<file path="src/rtl/real_monitor_pkg.sv">
// Shared types and elaboration-time helpers for the real-signal measurement monitors.
package real_monitor_pkg;

  typedef enum logic [1:0] {
    IDLE,
    TRACK,
    DONE
  } monitor_state_t;

  // Width of a counter that must hold every value from 0 to max_count inclusive.
  function automatic int count_width(input int max_count);
    return $clog2(max_count + 1);
  endfunction

  // Two's-complement most negative value of the given width, in the low bits.
  function automatic logic [63:0] most_negative(input int width);
    return 64'd1 << (width - 1);
  endfunction

endpackage

</file>
<file path="src/rtl/band_cmp.sv">
// Combinational tolerance-band test: in_band = |v_in - TARGET| <= TOL, inclusive.
module band_cmp #(
  parameter int WIDTH  = 18,
  parameter int TARGET = 16384,
  parameter int TOL    = 164
) (
  input  logic signed [WIDTH-1:0] v_in,
  output logic                    in_band
);

  // Two guard bits keep the difference and its magnitude exact at both rails.
  localparam int XW = WIDTH + 2;
  localparam logic signed [XW-1:0] TARGET_X = XW'(TARGET);
  localparam logic signed [XW-1:0] TOL_X    = XW'(TOL);

  logic signed [XW-1:0] diff;
  logic signed [XW-1:0] mag;

  always_comb begin
    diff    = $signed({{2{v_in[WIDTH-1]}}, v_in}) - TARGET_X;
    mag     = diff[XW-1] ? -diff : diff;
    in_band = (mag <= TOL_X);
  end

endmodule

</file>
<file path="src/rtl/real_settle_monitor.sv">
// Step-response monitor: after start, reports settling index, settle/timeout flag and
// signed peak of a fixed-point real signal.
module real_settle_monitor
  import real_monitor_pkg::*;
#(
  parameter int  WIDTH      = 18,
  parameter int  EXPONENT   = -14,
  parameter int  TARGET     = 16384,
  parameter int  TOL        = 164,
  parameter int  HOLD       = 4,
  parameter int  MAX_CYCLES = 1000,
  localparam int CW         = count_width(MAX_CYCLES)
) (
  input  logic                    clk,
  input  logic                    rst,
  input  logic                    start,
  input  logic signed [WIDTH-1:0] v_in,
  output logic                    busy,
  output logic                    done,
  output logic                    settled,
  output logic [CW-1:0]           settle_cycles,
  output logic signed [WIDTH-1:0] peak
);

  localparam int RW = $clog2(HOLD + 1);
  localparam logic [63:0] PEAK_MIN_64 = most_negative(WIDTH);
  localparam logic signed [WIDTH-1:0] PEAK_MIN = PEAK_MIN_64[WIDTH-1:0];

  // The exponent only scales interpretation; values out of this range are not supported.
  if (EXPONENT < -64 || EXPONENT > 64 || HOLD < 1 || MAX_CYCLES < 1 || TOL < 0) begin : g_param_range
  end

  monitor_state_t                state_reg, state_next;
  logic [CW-1:0]                 n_reg, n_next;
  logic [RW-1:0]                 run_reg, run_next, run_sat;
  logic [CW-1:0]                 entry_reg, entry_next;
  logic                          busy_reg, busy_next;
  logic                          done_reg, done_next;
  logic                          settled_reg, settled_next;
  logic [CW-1:0]                 cycles_reg, cycles_next;
  logic signed [WIDTH-1:0]       peak_reg, peak_next;
  logic                          in_band;

  band_cmp #(
    .WIDTH  (WIDTH),
    .TARGET (TARGET),
    .TOL    (TOL)
  ) u_band (
    .v_in    (v_in),
    .in_band (in_band)
  );

  always_ff @(posedge clk or negedge rst) begin
    if (!rst) begin
      state_reg   <= IDLE;
      n_reg       <= '0;
      run_reg     <= '0;
      entry_reg   <= '0;
      busy_reg    <= 1'b0;
      done_reg    <= 1'b0;
      settled_reg <= 1'b0;
      cycles_reg  <= '0;
      peak_reg    <= PEAK_MIN;
    end else begin
      state_reg   <= state_next;
      n_reg       <= n_next;
      run_reg     <= run_next;
      entry_reg   <= entry_next;
      busy_reg    <= busy_next;
      done_reg    <= done_next;
      settled_reg <= settled_next;
      cycles_reg  <= cycles_next;
      peak_reg    <= peak_next;
    end
  end

  always_comb begin
    state_next   = state_reg;
    n_next       = n_reg;
    run_next     = run_reg;
    entry_next   = entry_reg;
    done_next    = done_reg;
    settled_next = settled_reg;
    cycles_next  = cycles_reg;
    peak_next    = peak_reg;
    run_sat      = (run_reg == RW'(HOLD)) ? run_reg : run_reg + RW'(1);

    if (start) begin
      // Restart from any state; a sample arriving with start is discarded.
      state_next   = TRACK;
      n_next       = '0;
      run_next     = '0;
      entry_next   = '0;
      done_next    = 1'b0;
      settled_next = 1'b0;
      cycles_next  = '0;
      peak_next    = PEAK_MIN;
    end else begin
      case (state_reg)
        TRACK: begin
          n_next = n_reg + CW'(1);
          if (v_in > peak_reg) peak_next = v_in;
          if (in_band) begin
            run_next = run_sat;
            if (run_reg == '0) entry_next = n_reg;
          end else begin
            run_next = '0;
          end
          // Settle is checked first so it wins on the final sample.
          if (in_band && run_sat == RW'(HOLD)) begin
            state_next   = DONE;
            done_next    = 1'b1;
            settled_next = 1'b1;
            cycles_next  = (run_reg == '0) ? n_reg : entry_reg;
          end else if (n_reg == CW'(MAX_CYCLES - 1)) begin
            state_next   = DONE;
            done_next    = 1'b1;
            settled_next = 1'b0;
            cycles_next  = CW'(MAX_CYCLES);
          end
        end
        default: ;
      endcase
    end

    busy_next = (state_next == TRACK);
  end

  assign busy          = busy_reg;
  assign done          = done_reg;
  assign settled       = settled_reg;
  assign settle_cycles = cycles_reg;
  assign peak          = peak_reg;

endmodule

</file>
<file path="config.mk">
export PLATFORM = sky130hd
export DESIGN_NAME = real_settle_monitor
export DESIGN_NICKNAME = d
export VERILOG_FILES = /design/src/rtl/real_monitor_pkg.sv /design/src/rtl/band_cmp.sv /design/src/rtl/real_settle_monitor.sv
export SDC_FILE = /design/constraint.sdc
export NUM_CORES = 1
export LEC_CHECK = 0
export BUFFER_PORTS_ARGS = -buffer_cell sky130_fd_sc_hd__buf_4
export CORE_MARGIN = 3
export CORE_UTILIZATION = 45
export DETAILED_ROUTE_END_ITERATION = 10
export PLACE_DENSITY = 0.73
export SYNTH_ARGS = -nofsm -noshare
export SYNTH_HDL_FRONTEND = slang
export SYNTH_HIERARCHICAL = 1
export SYNTH_SLANG_ARGS = --single-unit
</file>
<file path="constraint.sdc">
create_clock -name clk -period 4 [get_ports clk]
set_input_delay 0 -clock clk [delete_from_list [all_inputs] [get_ports clk]]
set_output_delay 0 -clock clk [all_outputs]
set_load 0.005 [all_outputs]
</file>
# After elaboration in Yosys (flattened, before gate mapping)
# Cells that the tools add are included.
# Widths: inputs -> output; s select.
# word_totals
reg_bits,56
latch_bits,0
ramBits,0
romBits,0
input_bits,21
out_inout_bits,31
elab_cells,59
mem_count,0
# classes
n_addsub,4
multipliers,0
n_div,0
n_lt_le_gt_ge,2
eq_ne,5
shifts,0
muxes,30
bitwise,0
n_reduce_logical,9
# ops
cell,n
$mux 10,10
$mux 18,3
$le 20x9->1 const B,1
$mux 20,1
$neg 20->20,1
$sub 18x16->19 const B,1
$gt 18x18->1,1
$mux 3,4
$add 10x1->10 const B,1
$eq 10x10->1 const B,1
$mux 1,8
$mux 2,4
$eq 3x3->1 const B,2
$reduce_and 2->1,3
$reduce_bool 2->1,3
$eq 2x1->1 const B,2
$add 3x1->3 const B,1
$logic_not 3->1,1
$reduce_bool 3->1,1
$logic_and 1x1->1,1

# Logic depth before layout (Yosys ltp)
# depth
depth_word,9
ltp_mapped,13
ltp_nobuf,13

# By module
# Netlist, hierarchy kept.
# modules_own_cells
mod,n_inst,cells_per_inst,area_each_um2,seq_area_each_um2
real_settle_monitor,1,333,3244.4,1402.6
band_cmp,1,66,429.2,0.0

# Least setup slack after synthesis
# No wires, ideal clock.
# synth_timing
path_type,input-to-reg
from,in v_in[0]
to,reg cycles_reg[5] (netlist: settle_cycles[5])
setup_time_ns,0.128
t_arrival_ns,2.661
required_time_ns,3.872
setup_slack_ns,1.212
path_stages,12
path_buffers,1
path_cell_list,or4_1 -> buf_2 -> or3_4 -> o31ai_4 -> nor3_1 -> a21o_1 -> nor3_2 -> nand2b_1 -> a21oi_4 -> o21bai_2 -> a21oi_4 -> mux2_1
# synth_between
elab_chain_len,8
elab_cells_between_ends,10
classes_between,add/sub (2); order compare (1); mux (4); reduce/logical (3)
# synth_rtl
element,line_no,rtl
"start, declared",real_settle_monitor.sv:17,"input logic signed [WIDTH-1:0] v_in,"
$sub 18x16->19 (*),band_cmp.sv:20,"diff = $signed({{2{v_in[WIDTH-1]}}, v_in}) - TARGET_X;"
$neg 20->20,band_cmp.sv:21,mag = diff[XW-1] ? -diff : diff;
$mux 20 (*),band_cmp.sv:21,
$le 20x9->1 (*),band_cmp.sv:22,in_band = (mag <= TOL_X);
named net in_band,real_settle_monitor.sv:42,logic in_band;
$logic_and 1x1->1 (*),real_settle_monitor.sv:110,if (in_band && run_sat == RW'(HOLD)) begin
$mux 10,real_settle_monitor.sv:110,
$mux 10,real_settle_monitor.sv:99,case (state_reg)
$mux 10,real_settle_monitor.sv:88,if (start) begin
"end signal, assigned",real_settle_monitor.sv:72,cycles_reg <= cycles_next;
"end, declared",real_settle_monitor.sv:40,"logic [CW-1:0] cycles_reg, cycles_next;"
# Mark *: on every way through the listed nets, which the timed path passes. The rest lies on a longest branch. The select of a mux whose other input is x is not followed.
# A chain may end at the register's enable or synchronous reset.

# Worst setup path after layout
# layout_timing
from,in v_in[14]
to,reg cycles_reg[6] (netlist: settle_cycles[6])
# Same word-level chain as after synthesis.

==> impl_results.md <==
* Pwr dens at 331 nW/um^2
* Mapped Avg Cell Area at 9.21 um^2
* Area Growth Syn to Fin at 19.4%
* Slowest CP cell: dlygate4sd3_1
* Root Driver: clkbuf_8
* Crit-path max FO at 10
* Asr flop ratio synth at 1.00
* Post-synth EDFFs at 0
* Max reg flops at 18
* Synth Instances at 399
* Setup repair after global routing missed its margin: false
* CTS Buf Count at 5
* Post-Place Worst Slack at 678 ps
* Slew margin rel. at 0.205
* Post-DP HPWL at 5880 um
* Max VDD drop at 0.163 mV
* Post-CTS Resized at 0
* Final hold violation count at 0
* Number of global-route vias before repair at 3011
* Dpl cells at 535
* Status: complete, no violations
* DRC violations left at 0
* #FFs+latches synth at 56
* Ys Warns at 6
* Design Power at 1.45 mW
* CTS sink cnt at 56
* Largest net degree at the start of global routing at 77
* Crit path kind: input port to register
* CTS tree: done
* Fin. max-slew vios at 0
* Hold Path Depth at 3
* Required time worst endpoint at 4210 ps
* Critical path, cell by cell: dlygate4sd3_1 -> buf_4 -> inv_2 -> ha_1 -> and2b_1 -> nor2_1 -> nor4b_1 -> o311ai_0 -> o211ai_1 -> nor3_2 -> nand2b_1 -> a21oi_4 -> o21bai_2 -> a21oi_4 -> mux2_1
* Ports at 52
* WL per Instance at 14.8 um
* CP most frequent cell: a21oi_4
* Mapped cell area at 3670 um^2
* CTS Buffer Depth at 2
* NumNets Final at 502
* Delay-heaviest family, CP: simple AND/OR/NAND/NOR gates
* Die area at 9280 um^2
* First-pass GRT wire length at 13700 um
* Leakage power at 1.93 nW
* Top cell type's share of synthesized area at 0.375
* Post-DRT Antenna Nets at 0
* Arr. time, crit path at 3760 ps
* Crit-path max cell delay at 520 ps
* Final setup viols at 0
* Starting DRT DRC Count at 123
* Die X at 96.4 um
* Routed wire length at 8310 um
* Met2 GRT Util at 0.334
* Worst Skew at 13.0 ps
* Share of cells above drive strength 1 at 0.174
* Tmin final at 3550 ps
* Post-Layout Inst Area at 4390 um^2
* Max-cap violation count at 0
* Std-Cell Rows at 32
* Non-filler cells, final at 561
* Setup TNS at 0 ps
* Worst Reg-to-Reg Cells at 4
* Crit end category: register
* Tcrit/Tclk final at 0.888
* Clock latency on the worst-skew pair at 320 ps
* GRT Resource Usage Total at 0.186
* M3 GR Usage at 0.0328
* Post-CTS Setup Bufs at 0
* Startpoint types: input port
* Worst Path Buf+Inv at 3
* Main area contributors after synthesis: dfrtp_1 37%, ha_1 7.8%, mux2i_1 6.5%
* Diodes inserted at 0
* DR vias/cell at 5.49
* Post-synth top flop: dfrtp_1
* Commonest cells in the netlist: 55 x dfrtp_1, 48 x nand2_1, 38 x nand2b_1
* Hold-fix buffers, CTS at 18
* Worst slew pin tran at 1190 ps
* Unique masters post-synth at 62
* Top-count cell post-synth: dfrtp_1
* Post-Syn Nets at 443
* Hold WC Path Type: input port to register
* Worst setup margin at 447 ps
* Placer Congestion at 0.860
* WHS at 40.6 ps
* Util after Layout at 0.562
* Initial cell density of the core at 0.471
* Worst-path clk slew at 110 ps
* FMAX at 281 MHz
* CTS HTree Levels at 2
* Sequential area share after synthesis at 0.382
* Gr busiest metal: met2
* Core ar. at 7810 um^2
* Met1 GRT Util at 0.231
* Gr ovfl total at 0
* DR vias at 3078
* Post-DP Area at 4100 um^2
* WP depth at 15
* Initial antenna violation count at 0
* Die Y at 96.4 um
* Post-synth top area cell: dfrtp_1
* Port bufs at 51
* First-pass iteration count of the detailed router at 4
## per-layer routing
metal | vias up | wire length, um
li1 | 1513 | -
met1 | 1492 | 3620
met2 | 64 | 4290
met3 | 9 | 332
met4 | 0 | 74
met5 | - | 0
## final timing paths
check	from	end	slack, ps
worst max-delay path	v_in[14]	settle_cycles[6]	450
worst min-delay path	v_in[17]	peak[17]	40
worst max register to register	state_reg[0]	settled	1320
worst min register to register	settled	settled	510
max in group asynchronous	rst	peak[6]	3260
min in group asynchronous	rst	entry_reg[0]	260
## cell usage in the layout (no fill, tap or decap), types with 6 or more instances in the layout
master	Yosys	final
a31oi_1	6	6
nor2_1	20	20
nand2_1	48	48
nand4_1	7	7
mux2i_1	24	23
nand2b_1	38	38
nand3b_1	7	7
nand3_1	7	7
inv_1	22	22
o21ai_0	9	9
dlygate4sd3_1	0	18
dfrtp_1	55	55
buf_4	0	52
ha_1	23	23
a21oi_1	29	29
## worst min-delay path, stage by stage
cell and delay [ps]:
buf_4 170, nor2_1 100, mux2i_1 80
## layout make-up
| class | instances | area, um^2 |
|---|---|---|
| fill | 677 | 3420 |
| multi-input combinational | 302 | 2100 |
| sequential | 56 | 1400 |
| timing repair buffer | 70 | 571 |
| tap | 102 | 128 |
| inverter | 23 | 86.3 |
| clock buffer | 5 | 68.8 |
| clock inverter | 3 | 33.8 |
## kinds of logic (layout without fill, tap and decap cells)
kind of cell,count (synthesis),count (layout),share of synthesized area
AOI/OAI and AO/OA,79,79,0.149
xor gates and xnor gates,8,8,0.0191
adders and majority gates,23,23,0.0783
buffers and inverters,41,101,0.0487
DFF,56,56,0.382
muxes,30,30,0.0838
and+or+nand+nor,162,162,0.239
## where the power goes
group	leakage, nW	total [mW]	internal (mW)	switching [mW]
clock	0.0515	0.338	0.132	0.206
sequential	0.743	0.659	0.617	0.0426
combinational	1.14	0.456	0.230	0.225
Note: power is estimated with default switching activity, not from simulation.
